## src/rtl/rvc_pack_encoder.sv

```systemverilog
// Rewrites eligible RV32I instructions as RVC and packs the 16/32-bit stream into words.
// Compression is built only when RVC_PACK_COMPRESS_EN is defined; otherwise all pass through.
module rvc_pack_encoder #(
  parameter int unsigned ADDR_W = 8
) (
  input  logic              clk,
  input  logic              rst,
  input  logic              in_valid,
  output logic              in_ready,
  input  logic [31:0]       in_inst,
  input  logic              flush,
  output logic              flush_ack,
  output logic              out_valid,
  input  logic              out_ready,
  output logic [31:0]       out_word,
  output logic [ADDR_W-1:0] out_addr
);

  typedef enum logic [0:0] {StEmpty, StHalf} state_e;

  state_e            r_state, w_state_nxt;
  logic [15:0]       r_pend, w_pend_nxt;
  logic              r_out_valid;
  logic [31:0]       r_out_word;
  logic [ADDR_W-1:0] r_out_addr;
  logic              r_flush_ack;

  logic              w_is_c;
  logic [15:0]       w_c;
  logic              w_in_fire;
  logic              w_flush_fire;
  logic              w_emit;
  logic [31:0]       w_word;

`ifdef RVC_PACK_COMPRESS_EN
  localparam logic [6:0] OpImm   = 7'b0010011;
  localparam logic [6:0] OpReg   = 7'b0110011;
  localparam logic [6:0] OpLoad  = 7'b0000011;
  localparam logic [6:0] OpStore = 7'b0100011;

  logic [6:0]  w_opc, w_f7;
  logic [2:0]  w_f3;
  logic [4:0]  w_rd, w_rs1, w_rs2;
  logic [11:0] w_imm_i, w_imm_s;
  logic        w_imm6_ok, w_lw_off_ok, w_sw_off_ok;

  assign w_opc   = in_inst[6:0];
  assign w_rd    = in_inst[11:7];
  assign w_f3    = in_inst[14:12];
  assign w_rs1   = in_inst[19:15];
  assign w_rs2   = in_inst[24:20];
  assign w_f7    = in_inst[31:25];
  assign w_imm_i = in_inst[31:20];
  assign w_imm_s = {in_inst[31:25], in_inst[11:7]};

  // Fits a signed 6-bit immediate when bits [11:5] are all sign copies.
  assign w_imm6_ok   = (w_imm_i[11:5] == 7'h00) || (w_imm_i[11:5] == 7'h7f);
  assign w_lw_off_ok = (w_imm_i[11:7] == 5'h00) && (w_imm_i[1:0] == 2'b00);
  assign w_sw_off_ok = (w_imm_s[11:7] == 5'h00) && (w_imm_s[1:0] == 2'b00);

  always_comb begin
    w_is_c = 1'b0;
    w_c    = 16'h0000;
    if (w_opc == OpImm && w_f3 == 3'b000 && w_rs1 == 5'd0 && w_rd != 5'd0 && w_imm6_ok) begin
      w_is_c = 1'b1;
      w_c    = {3'b010, w_imm_i[5], w_rd, w_imm_i[4:0], 2'b01};
    end else if (w_opc == OpImm && w_f3 == 3'b000 && w_rs1 == w_rd && w_rd != 5'd0 &&
                 w_imm_i != 12'h000 && w_imm6_ok) begin
      w_is_c = 1'b1;
      w_c    = {3'b000, w_imm_i[5], w_rd, w_imm_i[4:0], 2'b01};
    end else if (w_opc == OpImm && w_f3 == 3'b001 && w_f7 == 7'h00 && w_rs1 == w_rd &&
                 w_rd != 5'd0 && w_rs2 != 5'd0) begin
      w_is_c = 1'b1;
      w_c    = {3'b000, 1'b0, w_rd, w_rs2, 2'b10};
    end else if (w_opc == OpReg && w_f3 == 3'b000 && w_f7 == 7'h00 && w_rs1 == 5'd0 &&
                 w_rd != 5'd0 && w_rs2 != 5'd0) begin
      w_is_c = 1'b1;
      w_c    = {4'b1000, w_rd, w_rs2, 2'b10};
    end else if (w_opc == OpReg && w_f3 == 3'b000 && w_f7 == 7'h00 && w_rs1 == w_rd &&
                 w_rd != 5'd0 && w_rs2 != 5'd0) begin
      w_is_c = 1'b1;
      w_c    = {4'b1001, w_rd, w_rs2, 2'b10};
    end else if (w_opc == OpLoad && w_f3 == 3'b010 && w_rd[4:3] == 2'b01 &&
                 w_rs1[4:3] == 2'b01 && w_lw_off_ok) begin
      w_is_c = 1'b1;
      w_c    = {3'b010, w_imm_i[5:3], w_rs1[2:0], w_imm_i[2], w_imm_i[6], w_rd[2:0], 2'b00};
    end else if (w_opc == OpStore && w_f3 == 3'b010 && w_rs2[4:3] == 2'b01 &&
                 w_rs1[4:3] == 2'b01 && w_sw_off_ok) begin
      w_is_c = 1'b1;
      w_c    = {3'b110, w_imm_s[5:3], w_rs1[2:0], w_imm_s[2], w_imm_s[6], w_rs2[2:0], 2'b00};
    end
  end
`else
  assign w_is_c = 1'b0;
  assign w_c    = 16'h0000;
`endif

  assign in_ready  = !r_out_valid || out_ready;
  assign w_in_fire = in_valid && in_ready;
  // A flush waits for an idle input and a free slot; the ack cycle itself never re-fires it.
  assign w_flush_fire = flush && !in_valid && in_ready && !r_flush_ack;

  always_comb begin
    w_state_nxt = r_state;
    w_pend_nxt  = r_pend;
    w_emit      = 1'b0;
    w_word      = 32'h0000_0000;
    if (w_in_fire) begin
      unique case (r_state)
        StEmpty: begin
          if (w_is_c) begin
            w_pend_nxt  = w_c;
            w_state_nxt = StHalf;
          end else begin
            w_emit = 1'b1;
            w_word = in_inst;
          end
        end
        StHalf: begin
          w_emit = 1'b1;
          if (w_is_c) begin
            w_word      = {w_c, r_pend};
            w_state_nxt = StEmpty;
          end else begin
            w_word     = {in_inst[15:0], r_pend};
            w_pend_nxt = in_inst[31:16];
          end
        end
        default: w_state_nxt = StEmpty;
      endcase
    end else if (w_flush_fire && r_state == StHalf) begin
      w_emit      = 1'b1;
      w_word      = {16'h0001, r_pend};
      w_state_nxt = StEmpty;
    end
  end

  always_ff @(posedge clk) begin
    if (rst) begin
      r_state     <= StEmpty;
      r_pend      <= 16'h0000;
      r_out_valid <= 1'b0;
      r_out_word  <= 32'h0000_0000;
      r_out_addr  <= '0;
      r_flush_ack <= 1'b0;
    end else begin
      r_state     <= w_state_nxt;
      r_pend      <= w_pend_nxt;
      r_flush_ack <= w_flush_fire;
      if (r_out_valid && out_ready) begin
        r_out_addr <= r_out_addr + 1'b1;
      end
      if (w_emit) begin
        r_out_valid <= 1'b1;
        r_out_word  <= w_word;
      end else if (out_ready) begin
        r_out_valid <= 1'b0;
      end
    end
  end

  assign out_valid = r_out_valid;
  assign out_word  = r_out_word;
  assign out_addr  = r_out_addr;
  assign flush_ack = r_flush_ack;

endmodule

```

## config.mk

```make
export PLATFORM = sky130hd
export DESIGN_NAME = rvc_pack_encoder
export DESIGN_NICKNAME = d
export VERILOG_FILES = /design/src/rtl/rvc_pack_encoder.sv
export SDC_FILE = /design/constraint.sdc
export NUM_CORES = 1
export LEC_CHECK = 0
export CORE_ASPECT_RATIO = 0.9
export CORE_MARGIN = 3
export CORE_UTILIZATION = 25
export CTS_BUF_LIST = sky130_fd_sc_hd__clkbuf_4
export CTS_CLUSTER_SIZE = 24
export DETAILED_ROUTE_END_ITERATION = 10
export GPL_TIMING_DRIVEN = 0
export PLACE_DENSITY = 0.54
export SYNTH_ARGS = -nofsm -noshare
export SYNTH_HDL_FRONTEND = slang
export SYNTH_SLANG_ARGS = --single-unit
```

## constraint.sdc

```tcl
create_clock -name clk -period 1.8 [get_ports clk]
set_input_delay 0.36 -clock clk [delete_from_list [all_inputs] [get_ports clk]]
set_output_delay 0.36 -clock clk [all_outputs]
set_load 0.1 [all_outputs]
```

* Word-level counts from Yosys, hierarchy flattened
Cells that the tools add are included.
** Operators by class
- Multiply operators :: 0
- Shift operators :: 0
- Bitwise gates (word level) :: 1
- Div/mod/pow operators :: 0
- Muxes and demuxes :: 11
- Equality and inequality tests :: 0
- $lt $le $gt $ge :: 0
- Reduce and logical (&&, ||, !) cells :: 13
- Add/subtract/negate cells :: 1
** Operators by type and width (number)
- $pmux 32 s2 :: 1
- $mux 32 :: 1
- $mux 17 :: 1
- $mux 16 :: 1
- $add 8x1->8 const B :: 1
- $logic_and 1x1->1 :: 6
- $mux 1 :: 6
- $reduce_bool 2->1 :: 2
- $logic_not 1->1 :: 3
- $pmux 1 s2 :: 1
- $reduce_and 2->1 :: 1
- $logic_or 1x1->1 :: 1
- $not 1->1 :: 1
** Word-level totals
- Memories :: 0
- Output and inout bits :: 43
- Memory bits (writable) :: 0
- Register bits :: 59
- ROM bits :: 0
- Bits of input ports :: 37
- Logic and storage cells :: 32
- Latch bits :: 0

* Longest topological paths before layout
- Word-level depth :: 8
- Depth in mapped cells :: 5
- Gate-level depth less buffers :: 4

* Worst setup path after synthesis
Ideal clock, no wire load.
- Path kind :: register to register
- Start point :: register r_out_addr[0], in the netlist out_addr[0]
- End point :: register r_out_addr[6], in the netlist out_addr[6]
- Library setup time :: 0.070 ns
- Path buffers :: 0
- Stages on the path, launching flop included :: 5
- Slack :: -0.222 ns
- Clock period less this slack :: 2.022 ns
- Arrival :: 1.951 ns
- Required time :: 1.730 ns
- Cells stage by stage :: dfxtp_1 ha_1 inv_1 or4_1 a21oi_1
** Between the ends
- Cells in the longest elaborated chain, start to end :: 1
** Ends and longest elaborated chain
- start: declaration :: RTL line 25 : logic [ADDR_W-1:0] r_out_addr;
- start signal: assignment :: RTL line 151 : r_out_addr <= r_out_addr + 1'b1;
- $add 8x1->8 :: RTL line 151
No other way between the ends.
A chain may end at the register's enable or synchronous reset.

* Final worst setup path
- Start point :: input port out_ready
- End point :: output port in_ready
** Between the ends
- Cells in the longest elaborated chain, start to end :: 1
** Ends and longest elaborated chain
- start: declaration :: RTL line 14 : input logic out_ready,
- $logic_or 1x1->1 :: RTL line 98 : assign in_ready = !r_out_valid || out_ready;
- end: declaration :: RTL line 9 : output logic in_ready,
No other way between the ends.

==> out/qor.csv <==
stage,metric,value,unit
outcome,run_status,"complete, no violations",
cells_and_area,antenna_cell_count,0,
min_path,hold_path_depth,2,
clocking,tritoncts,built,
drt,top_routing_layer_used,met4,
timing,report.final.hold_viol_count,0,
synth,syn_avg_cell_area,8.39,sq um
timing,slew-limit-headroom,59.4,%
min_path,worst_hold_path_type,in2reg,
synth,yosys_register_bits,42,
drt,drt_pass1_iterations,4,
drt,drcViolationCount,0,
synth,post_synth_xor_area_fraction,1.07,%
synth,synthSimpleGateAreaFrac,17.6,%
place,numPortBuffers,77,
timing,timing_max_transition_violations_final,0,
die,placement_rows,27,
drt,route.layer.met1.wl,2260,um
drt,dr_wl_met2,2320,um
setup_path,worst_reg_to_reg_path_cell_count,6,
cells_and_area,layout.cells.non_filler,367,
die,num_ports,80,
pwr,netSwitchingPower,0.785,mW
flow_run,max_cap_viol_count,0,
clocking,cts_max_path_buffers,2,
setup_path,critPathRequiredTime,1440,ps
setup_path,timing_worst_setup_path_type,in2out,
synth,post-synth-top-area-cell,dfxtp_1,
clocking,root_buffer_master,clkbuf_4,
drt,drt_iter0_drc,37,
drt,met3RoutedLength,364,um
drt,drt.antenna.violating_nets,0,
synth,synth.yosys.seq_area_share,51.4,%
setup_path,timing.critical_path.from_type,input port,
setup_path,cp_data_arrival_time,1370,ps
timing,grt_setup_unrepaired,false,
cells_and_area,fraction_of_final_layout_cells_sized_beyond_drive_strength_1,24.6,%
global_route,grt_start_max_net_pins,12,
place,gp_congestion,0.704,
setup_path,critical_path_peak_fanout,10,
clocking,cts_hold_buf,0,
synth,yosys.cell_types.count,22,
cells_and_area,final_net_count,319,
synth,synth-compound-area-share,23.4,%
setup_path,worst_setup_path_end_kind,output pin,
timing,timing.final.setup_violations,0,
cells_and_area,layout-area-overhead-vs-synth,62.4,%
synth,synthDominantCellAreaShare,51.4,%
timing,achievable-frequency,579,MHz
global_route,wire_length_of_the_first_global_routing_pass,8110,um
synth,post_synth_fa_ha_maj_area_fraction,0.765,%
pwr,peakVddDrop,0.372,mV
synth,postSynthNetCount,233,
place,placed_cells_incl_taps,359,
timing,fin_worst_skew,7.08,ps
die,core_area,0.00622,sq mm
clocking,cts_buffers,5,
timing,fin_crit_sh,96.0,%
die,fp.dieW,91.3,um
drt,vias,1713,
clocking,clk_latency_worst_skew_pair,350,ps
drt,routed_wl,5020,um
synth,synth_top_family_by_area,compound AO/OA/AOI/OAI gates,
cells_and_area,num-fill-cells,662,
synth,portion_of_netlist_area_occupied_by_mux_cells,0,%
place,dpl.hpwl,3510,um
synth,synth.top_cells.by_area,"dfxtp_1 51%, a21oi_1 12%, nand3_1 11%, o21ai_1 9.8%, clkbuf_1 2.1%",
pwr,power.clock.fraction,20.5,%
pwr,power.share.combinational,31.2,%
global_route,grt_usage,13.7,%
synth,netlist_area,0.00164,sq mm
die,die-height,82.7,um
pwr,netSwitchingFraction,37.9,%
global_route,grt.overflow.total,0,
clocking,numClockSinks,42,
timing,timing_worst_slew_pin_value,609,ps
global_route,antenna_found_initial,0,
synth,yosysWarningCount,0,
drt,vias_per_cell,4.67,
pwr,power.internal,1.29,mW
global_route,first_global_vias,1658,
pwr,power.density,781,mW/mm^2
pwr,seq_power_share,48.3,%
clocking,htree_levels,2,
pwr,power.leakage,0.919,nW
die,die-area,0.00755,sq mm
clocking,worst_setup_hold_path_clk_slew,110,ps
timing,final_period_minus_worst_setup_slack,1730,ps
synth,postSynthCellCount,195,
drt,drt-wirelength-per-cell,13.7,um
pwr,totalPowerFinal,2.07,mW
die,start_util,26.3,%
place,detailedPlace.worstSlack,-1230,ps
timing,setup_slack,71.7,ps
-- path summary, 6_finish.rpt --
check | slack, ps | from | end
max | 70 | out_ready | in_ready
max reg2reg | 420 | out_valid | out_word[29]
min | 330 | rst | out_word[13]
min reg2reg | 490 | out_word[5] | out_word[5]
-- kinds of logic (layout without fill, tap and decap cells) --
| kind of cell | after synthesis | in the layout |
|---|---|---|
| buffers and inverters | 21 | 106 |
| flip-flops | 42 | 42 |
| AND/OR/NAND/NOR | 54 | 54 |
| adder cells (fa/ha/maj) | 1 | 1 |
| XOR/XNOR | 2 | 2 |
| AO/OA/AOI/OAI | 75 | 75 |
-- metrics by stage --
stage                     area (sq um)  hold WS, ps  setup TNS [ps]  util [%]
after floorplan                   1640          506               0         -
after global placement            2520          465           -2880      40.6
after detailed placement          2520          471           -2740      40.6
after CTS                         2630          312               0      42.4
after global routing              2660          384               0      42.7
final                             2660          331               0      42.7
-- routing by layer --
| metal | global-route usage [%] | up-vias |
|---|---|---|
| met4 | 4.97 | 0 |
| met1 | 17.1 | 780 |
| li1 | - | 867 |
| met5 | 0 | - |
| met3 | 4.17 | 7 |
| met2 | 22.6 | 59 |
-- cells in the mapped netlist --
library cell / instances
a21oi_1: 38
xor2_1: 2
nor2_1: 5
o21ai_0: 2
nand3_1: 36
nand2_1: 3
or4_1: 3
dfxtp_1: 42
and3_1: 1
and2b_4: 1
o31ai_1: 3
nand3_2: 2
inv_2: 2
clkbuf_1: 9
o21ai_1: 32
or3_1: 2
buf_1: 3
nand2_2: 1
buf_4: 3
inv_1: 1
buf_2: 3
ha_1: 1
-- state kept, by name (all words and copies together) (netlist names) --
register and count:
out_word 32, out_addr 8, flush_ack 1, out_valid 1
-- cells in the final DEF, fill, tap and decap left out, types with 2 or more instances in the layout --
master,Yosys,final
a21oi_1,38,38
buf_1,3,3
buf_2,3,3
buf_4,3,4
clkbuf_1,9,9
clkbuf_4,0,5
clkdlybuf4s15_2,0,42
clkdlybuf4s50_1,0,33
dfxtp_1,42,35
dfxtp_2,0,6
nand2_1,3,3
nand3_1,36,36
nand3_2,2,2
nor2_1,5,5
o21ai_0,2,2
o21ai_1,32,32
o31ai_1,3,3
or3_1,2,2
or4_1,3,3
xor2_1,2,2
-- worst max-delay path, stage by stage --
cell,delay [ps]
clkdlybuf4s15_1,280
and2b_4,360
inv_4,60
buf_8,140
buf_12,160
-- final cells by class --
cell class / count / area, sq um / area share (%)
sequential: 42 / 852 / 32.1
timing repair buffer: 79 / 848 / 32.0
multi-input combinational: 132 / 701 / 26.4
tap: 87 / 109 / 4.10
buffer: 18 / 90.1 / 3.39
clock buffer: 5 / 37.5 / 1.41
inverter: 3 / 13.8 / 0.518
clock inverter: 1 / 3.75 / 0.141
-- power groups by stage --
stage | clock, mW | combinational (mW) | sequential, mW
6_report | 0.426 | 0.647 | 1.00
5_1_grt | 0.479 | 0.682 | 1.01
3_5_place_dp | 0 | 0.655 | 1.02
2_1_floorplan | 0 | 0.121 | 1.35
3_3_place_gp | 0 | 0.654 | 1.02
4_1_cts | 0.455 | 0.646 | 1.00
-- timing repair --
action,CTS,global route
setup buffers,0,2
setup endpoints to repair,43,1
gates resized for setup,139,2
(Power assumes the default switching activity.)
